File: src/rtl/mc_control_pkg.sv
// rtl/mc_control_pkg.sv - shared state, opcode and datapath-select encodings for the multicycle controller
package mc_control_pkg;

  typedef enum logic [3:0] {
    S_FETCH    = 4'd0,
    S_DECODE   = 4'd1,
    S_EXEC_R   = 4'd2,
    S_EXEC_I   = 4'd3,
    S_MEM_ADDR = 4'd4,
    S_MEM_RD   = 4'd5,
    S_MEM_WR   = 4'd6,
    S_WB_ALU   = 4'd7,
    S_WB_MEM   = 4'd8,
    S_BRANCH   = 4'd9
  } state_t;

  localparam logic [6:0] OP_R   = 7'b0110011;
  localparam logic [6:0] OP_I   = 7'b0010011;
  localparam logic [6:0] OP_LW  = 7'b0000011;
  localparam logic [6:0] OP_SW  = 7'b0100011;
  localparam logic [6:0] OP_BEQ = 7'b1100011;

  localparam logic [1:0] ALUOP_ADD   = 2'b00;
  localparam logic [1:0] ALUOP_SUB   = 2'b01;
  localparam logic [1:0] ALUOP_FUNCT = 2'b10;

  localparam logic [1:0] SRCA_PC    = 2'b00;
  localparam logic [1:0] SRCA_RS1   = 2'b01;
  localparam logic [1:0] SRCA_OLDPC = 2'b10;

  localparam logic [1:0] SRCB_RS2 = 2'b00;
  localparam logic [1:0] SRCB_INC = 2'b01;
  localparam logic [1:0] SRCB_IMM = 2'b10;

  typedef struct packed {
    logic       mem_req;
    logic       mem_read;
    logic       mem_write;
    logic       iord;
    logic       ir_write;
    logic       pc_write;
    logic       reg_write;
    logic       mem_to_reg;
    logic       pc_src;
    logic [1:0] alu_src_a;
    logic [1:0] alu_src_b;
    logic [1:0] alu_op;
    logic       illegal;
  } ctrl_t;

  // S_FETCH doubles as the "unsupported opcode" answer.
  function automatic state_t decode_next(input logic [6:0] opcode);
    case (opcode)
      OP_R:         return S_EXEC_R;
      OP_I:         return S_EXEC_I;
      OP_LW, OP_SW: return S_MEM_ADDR;
      OP_BEQ:       return S_BRANCH;
      default:      return S_FETCH;
    endcase
  endfunction

endpackage

File: src/rtl/mc_control_if.sv
// rtl/mc_control_if.sv - memory request/ready handshake between controller and memory port
interface mc_control_if;
  logic mem_req;
  logic MemRead;
  logic MemWrite;
  logic IorD;
  logic mem_ready;

  modport master (output mem_req, output MemRead, output MemWrite, output IorD, input mem_ready);
  modport slave  (input mem_req, input MemRead, input MemWrite, input IorD, output mem_ready);
endinterface

File: src/rtl/mc_control.sv
// rtl/mc_control.sv - multicycle RISC-V style control FSM (fetch/decode/execute/memory/writeback)
module mc_control
  import mc_control_pkg::*;
#(
  parameter int FETCH_INC = 4
) (
  input  logic                clk,
  input  logic                rst_n,
  input  logic [6:0]          opcode,
  input  logic                zero,
  mc_control_if.master        mem,
  output logic                IRWrite,
  output logic                PCWrite,
  output logic                RegWrite,
  output logic                MemToReg,
  output logic                PCSrc,
  output logic [1:0]          ALUSrcA,
  output logic [1:0]          ALUSrcB,
  output logic [1:0]          ALUOp,
  output logic                illegal,
  output logic [3:0]          state
);

  if (FETCH_INC <= 0) begin : g_bad_fetch_inc
    $error("mc_control: FETCH_INC must be positive");
  end

  state_t state_q;
  state_t state_d;
  ctrl_t  ctrl;

  always_ff @(posedge clk) begin
    if (!rst_n) state_q <= S_FETCH;
    else        state_q <= state_d;
  end

  always_comb begin
    ctrl    = '0;
    state_d = S_FETCH;
    case (state_q)
      S_FETCH: begin
        ctrl.mem_req   = 1'b1;
        ctrl.mem_read  = 1'b1;
        ctrl.alu_src_a = SRCA_PC;
        ctrl.alu_src_b = SRCB_INC;
        ctrl.alu_op    = ALUOP_ADD;
        ctrl.ir_write  = mem.mem_ready;
        ctrl.pc_write  = mem.mem_ready;
        state_d        = mem.mem_ready ? S_DECODE : S_FETCH;
      end
      S_DECODE: begin
        // ALU speculatively forms the branch target from the old PC.
        ctrl.alu_src_a = SRCA_OLDPC;
        ctrl.alu_src_b = SRCB_IMM;
        ctrl.alu_op    = ALUOP_ADD;
        state_d        = decode_next(opcode);
        ctrl.illegal   = (decode_next(opcode) == S_FETCH);
      end
      S_EXEC_R: begin
        ctrl.alu_src_a = SRCA_RS1;
        ctrl.alu_src_b = SRCB_RS2;
        ctrl.alu_op    = ALUOP_FUNCT;
        state_d        = S_WB_ALU;
      end
      S_EXEC_I: begin
        ctrl.alu_src_a = SRCA_RS1;
        ctrl.alu_src_b = SRCB_IMM;
        ctrl.alu_op    = ALUOP_ADD;
        state_d        = S_WB_ALU;
      end
      S_MEM_ADDR: begin
        ctrl.alu_src_a = SRCA_RS1;
        ctrl.alu_src_b = SRCB_IMM;
        ctrl.alu_op    = ALUOP_ADD;
        if (opcode == OP_LW)      state_d = S_MEM_RD;
        else if (opcode == OP_SW) state_d = S_MEM_WR;
        else                      state_d = S_FETCH;
      end
      S_MEM_RD: begin
        ctrl.mem_req  = 1'b1;
        ctrl.mem_read = 1'b1;
        ctrl.iord     = 1'b1;
        state_d       = mem.mem_ready ? S_WB_MEM : S_MEM_RD;
      end
      S_MEM_WR: begin
        ctrl.mem_req   = 1'b1;
        ctrl.mem_write = 1'b1;
        ctrl.iord      = 1'b1;
        state_d        = mem.mem_ready ? S_FETCH : S_MEM_WR;
      end
      S_WB_ALU: begin
        ctrl.reg_write = 1'b1;
        state_d        = S_FETCH;
      end
      S_WB_MEM: begin
        ctrl.reg_write  = 1'b1;
        ctrl.mem_to_reg = 1'b1;
        state_d         = S_FETCH;
      end
      S_BRANCH: begin
        ctrl.alu_src_a = SRCA_RS1;
        ctrl.alu_src_b = SRCB_RS2;
        ctrl.alu_op    = ALUOP_SUB;
        ctrl.pc_src    = 1'b1;
        ctrl.pc_write  = zero;
        state_d        = S_FETCH;
      end
      default: begin
        ctrl    = '0;
        state_d = S_FETCH;
      end
    endcase
    // Outputs are held quiet for the whole reset window, not just after the first edge.
    if (!rst_n) ctrl = '0;
  end

  assign mem.mem_req  = ctrl.mem_req;
  assign mem.MemRead  = ctrl.mem_read;
  assign mem.MemWrite = ctrl.mem_write;
  assign mem.IorD     = ctrl.iord;
  assign IRWrite      = ctrl.ir_write;
  assign PCWrite      = ctrl.pc_write;
  assign RegWrite     = ctrl.reg_write;
  assign MemToReg     = ctrl.mem_to_reg;
  assign PCSrc        = ctrl.pc_src;
  assign ALUSrcA      = ctrl.alu_src_a;
  assign ALUSrcB      = ctrl.alu_src_b;
  assign ALUOp        = ctrl.alu_op;
  assign illegal      = ctrl.illegal;
  assign state        = rst_n ? state_q : S_FETCH;

endmodule

File: src/flat_wrapper.sv
// flat-port wrapper written by rule: the top's interface ports become plain ports
module mc_control_flat import mc_control_pkg::*;
#(
  parameter int FETCH_INC = 4
)
  (clk, rst_n, opcode, zero, IRWrite, PCWrite, RegWrite, MemToReg, PCSrc, ALUSrcA, ALUSrcB, ALUOp, illegal, state, mem_mem_req, mem_MemRead, mem_MemWrite, mem_IorD, mem_mem_ready);
  mc_control_if mem_i ();
  input  logic clk;
  input  logic rst_n;
  input  logic [6:0] opcode;
  input  logic zero;
  output logic IRWrite;
  output logic PCWrite;
  output logic RegWrite;
  output logic MemToReg;
  output logic PCSrc;
  output logic [1:0] ALUSrcA;
  output logic [1:0] ALUSrcB;
  output logic [1:0] ALUOp;
  output logic illegal;
  output logic [3:0] state;
  output wire logic [$bits(mem_i.mem_req)-1:0] mem_mem_req;
  output wire logic [$bits(mem_i.MemRead)-1:0] mem_MemRead;
  output wire logic [$bits(mem_i.MemWrite)-1:0] mem_MemWrite;
  output wire logic [$bits(mem_i.IorD)-1:0] mem_IorD;
  input wire logic [$bits(mem_i.mem_ready)-1:0] mem_mem_ready;
  assign mem_mem_req = mem_i.mem_req;
  assign mem_MemRead = mem_i.MemRead;
  assign mem_MemWrite = mem_i.MemWrite;
  assign mem_IorD = mem_i.IorD;
  assign mem_i.mem_ready = mem_mem_ready;
  mc_control #(.FETCH_INC(FETCH_INC)) u_core (.clk(clk), .rst_n(rst_n), .opcode(opcode), .zero(zero), .mem(mem_i), .IRWrite(IRWrite), .PCWrite(PCWrite), .RegWrite(RegWrite), .MemToReg(MemToReg), .PCSrc(PCSrc), .ALUSrcA(ALUSrcA), .ALUSrcB(ALUSrcB), .ALUOp(ALUOp), .illegal(illegal), .state(state));
endmodule
File: config.mk
export PLATFORM = sky130hd
export DESIGN_NAME = mc_control_flat
export DESIGN_NICKNAME = d
export VERILOG_FILES = /design/src/rtl/mc_control_pkg.sv /design/src/rtl/mc_control_if.sv /design/src/rtl/mc_control.sv /design/src/flat_wrapper.sv
export SDC_FILE = /design/constraint.sdc
export NUM_CORES = 1
export LEC_CHECK = 0
export CORE_AREA = 5 5 42 44
export DETAILED_ROUTE_END_ITERATION = 8
export DIE_AREA = 0 0 47 49
export DONT_BUFFER_PORTS = 1
export GPL_TIMING_DRIVEN = 0
export SLEW_MARGIN = 0
export SYNTH_ARGS = -nofsm -noshare
export SYNTH_HDL_FRONTEND = slang
export SYNTH_SLANG_ARGS = --single-unit
File: constraint.sdc
create_clock -name clk -period 2.1 [get_ports clk]
set_input_delay 0.525 -clock clk [delete_from_list [all_inputs] [get_ports clk]]
set_output_delay 0.525 -clock clk [all_outputs]
set_load 0.05 [all_outputs]
==> metrics.yaml <==
synthesis:
  netlist_instances: 82
  syn_area_per_cell_sq_um: 6.82
  yosysWarnings: 0
  syn_area_sq_um: 559
  yosysUniqueCellTypes: 35
  synth.ff_latch_count: 4
  syn-num-nets: 93
  ys_seq_area_share_pct: 14.3
floorplan:
  die_x_um: 47
  die-area_sq_um: 2300
  core_area_sq_um: 1400
  num_rows: 14
  io_pins: 31
  die_y_um: 49
  initial_core_util_pct: 39.9
routing:
  routed.top_layer: "met4"
  vias: 614
  wl_met1_um: 719
  drcViolationCount: 0
  viasPerCell: 6.08
  wl_met3_um: 213
  wirelength_um: 1680
  firstDrtPassIters: 4
  ant_nets: 0
  met2_length_um: 729
  routedWlPerCell_um: 16.7
  drt_iter0_markers: 10
setup_path:
  crit_required_ps: 1570
  endpoint_kind: "output port"
  startpoint_type: "flip-flop"
  path_buf_inv: 1
  crit_type: "flip-flop to output port"
  path_delay_family: "simple AND/OR/NAND/NOR gates"
  slowest_stage: "dfxtp_1"
  crit_fanout: 10
  max_stage_delay_ps: 300
  path_cells: "buf_6 > nor2_4 > and3_4 > and2_4 > a21o_4"
  critPathArrivalTime_ps: 1560
power_and_ir_drop:
  power_density_nw_per_um2: 374
  peakVddDrop_uv: 233
  p_leak_nw: 0.306
sta:
  finalCriticalPeriod_ps: 2080
  rsz0062_at_grt: "true"
  hold_viol_final: 0
  worstMarginPinSlew_ps: 727
  slew_violations: 0
  skew_ps: 2.62
  fmaxAchievable_mhz: 480
  setup_viol: 0
  relSlewSlack_pct: 51.2
  period_share_pct: 99.1
  finalSetupTns_ps: 0
  fin_ws_ps: 18.8
placed_design:
  gp_congestion: 0.821
  place_hpwl_um: 1200
  pre_cts_slack_ps: -499
  port_buffers: 0
grt:
  grt_max_degree: 11
  grt_usage_pct: 16.0
  grt_pass1_wl_um: 2750
  grt-ovfl-total: 0
  first_global_vias: 601
  antenna_found_initial: 0
cells_and_area:
  area_growth_pct: 43.6
  layout.nets: 98
  largest_register_ffs: 4
  top_regs: "u_core.state_q (4)"
  antennaDiodeCount: 0
  fill_cells: 130
  top_register: "u_core.state_q"
  drive_above_1_share_pct: 43.5
run_status:
  status: "finished, final reports clean"
worst_hold_path:
  worstHoldPathType: "input port to flip-flop"
clock_tree:
  clk_latency_ps: 240
  cts_max_level: 1
  clock-root-buffer: "clkbuf_4"
  clock_sinks: 4
  clockBufferDepth: 2
  clk_pin_slew_worst_paths_ps: 40
  cts_buffers: 3
  cts_tree: "done"
flow_run:
  cap_violations: 0
==> worst paths after layout <==
check | from | endpoint | slack, ps | cells past startpoint
max | u_core.state_q[3] | PCWrite | 20 | 5
min | opcode[6] | u_core.state_q[1] | 470 | 2
max reg2reg | u_core.state_q[3] | u_core.state_q[0] | 590 | 5
min reg2reg | u_core.state_q[0] | u_core.state_q[1] | 660 | 2
==> cells in the mapped netlist <==
library cell  count  area share, %
nand2b_1          4            4.5
a31oi_1           1            1.1
nor2_1            8            5.4
nor2b_1           5            5.6
or4b_1            1            1.8
a31o_1            1            1.6
o211a_1           1            1.8
a21oi_1           3            2.7
xor2_1            2            3.1
buf_6             1            2.0
o41ai_1           1            1.6
dfxtp_1           4             14
and3_1            6            6.7
or3b_2            1            1.6
nand2_1           6            4.0
nand3b_1          3            4.0
clkbuf_1          5            3.4
nand2b_4          1            2.5
nor3_1            4            3.6
and2b_1           1            1.3
o21a_1            1            1.3
or4_1             1            1.3
nor4_1            1            1.1
a21boi_0          2            2.7
a2bb2oi_1         1            1.6
a21o_1            1            1.3
and2_1            4            4.5
and3b_2           1            1.8
o22ai_1           1            1.1
o21ai_0           4            3.6
a32oi_1           1            1.6
nand4bb_1         1            2.0
nand3_1           1           0.89
inv_1             2            1.3
o31ai_1           1            1.3
==> power breakdown <==
part / internal (mW) / leakage [nW] / switching, mW
Combinational: 0.0400 / 0.258 / 0.0801
Clock: 0.0642 / 0.0138 / 0.0348
Sequential: 0.0771 / 0.0344 / 0.00454
==> worst register-to-register path, cell delays in order (launching register included) <==
cell	delay [ps]
dfxtp_1	300
buf_6	140
nand2b_4	200
a31o_1	230
or4b_1	470
o22ai_1	100
==> stage by stage <==
step | power, mW | utilization, % | std cells | cell area [sq um] | hold WS [ps]
6_report | 0.301 | 57.3 | 101 | 803 | 473
3_3_place_gp | 0.182 | 44.4 | 98 | 622 | 662
2_1_floorplan | 0.173 | - | 82 | 602 | 620
5_1_grt | 0.320 | 57.3 | 101 | 803 | 468
4_1_cts | 0.298 | 55.5 | 100 | 778 | 468
3_5_place_dp | 0.182 | 44.4 | 98 | 622 | 654
==> cells in the final DEF, fill, tap and decap left out, drive strengths merged, types with 2 or more instances in the layout <==
cell type	synthesis	final
a21oi	3	3
buf	1	2
nand2	6	6
nor2b	5	5
dfxtp	4	4
o21ai	4	4
a21boi	2	2
nand2b	5	5
clkbuf	5	7
inv	2	2
nor2	8	8
nand3b	3	3
xor2	2	2
and3	6	6
and2	4	4
nor3	4	4
==> cell type report <==
class | count | area [sq um] | area share, %
multi-input cells | 70 | 594 | 74.0
well taps | 16 | 20.0 | 2.49
repair buffers | 1 | 7.51 | 0.935
plain buffers | 5 | 62.6 | 7.79
clock buffers | 3 | 22.5 | 2.80
inverters | 2 | 7.51 | 0.935
flip-flops and latches | 4 | 88.8 | 11.1
==> kinds of logic after synthesis <==
kind of cell | count (synthesis) | synth area share (%)
AO/OA/AOI/OAI | 19 | 23.3
flip-flops | 4 | 14.3
buffers and inverters | 8 | 6.71
AND/OR/NAND/NOR | 49 | 52.6
XOR/XNOR | 2 | 3.13
==> timing repair <==
| action | in CTS | in global routing |
|---|---|---|
| pin swaps | 5 | 5 |
| setup buffers | 0 | 1 |
| setup endpoints to repair | 13 | 5 |
| hold buffers | 0 | 0 |
| hold endpoints to repair | 0 | 0 |
| gates resized for setup | 35 | 5 |
==> layer usage <==
layer / global-route usage [%] / vias to the layer above
met1: 22.4 / 263
met3: 7.38 / 2
li1: - / 305
met5: 0 / -
met4: 4.61 / 0
met2: 21.5 / 44
Note: power is estimated with default switching activity, not from simulation.
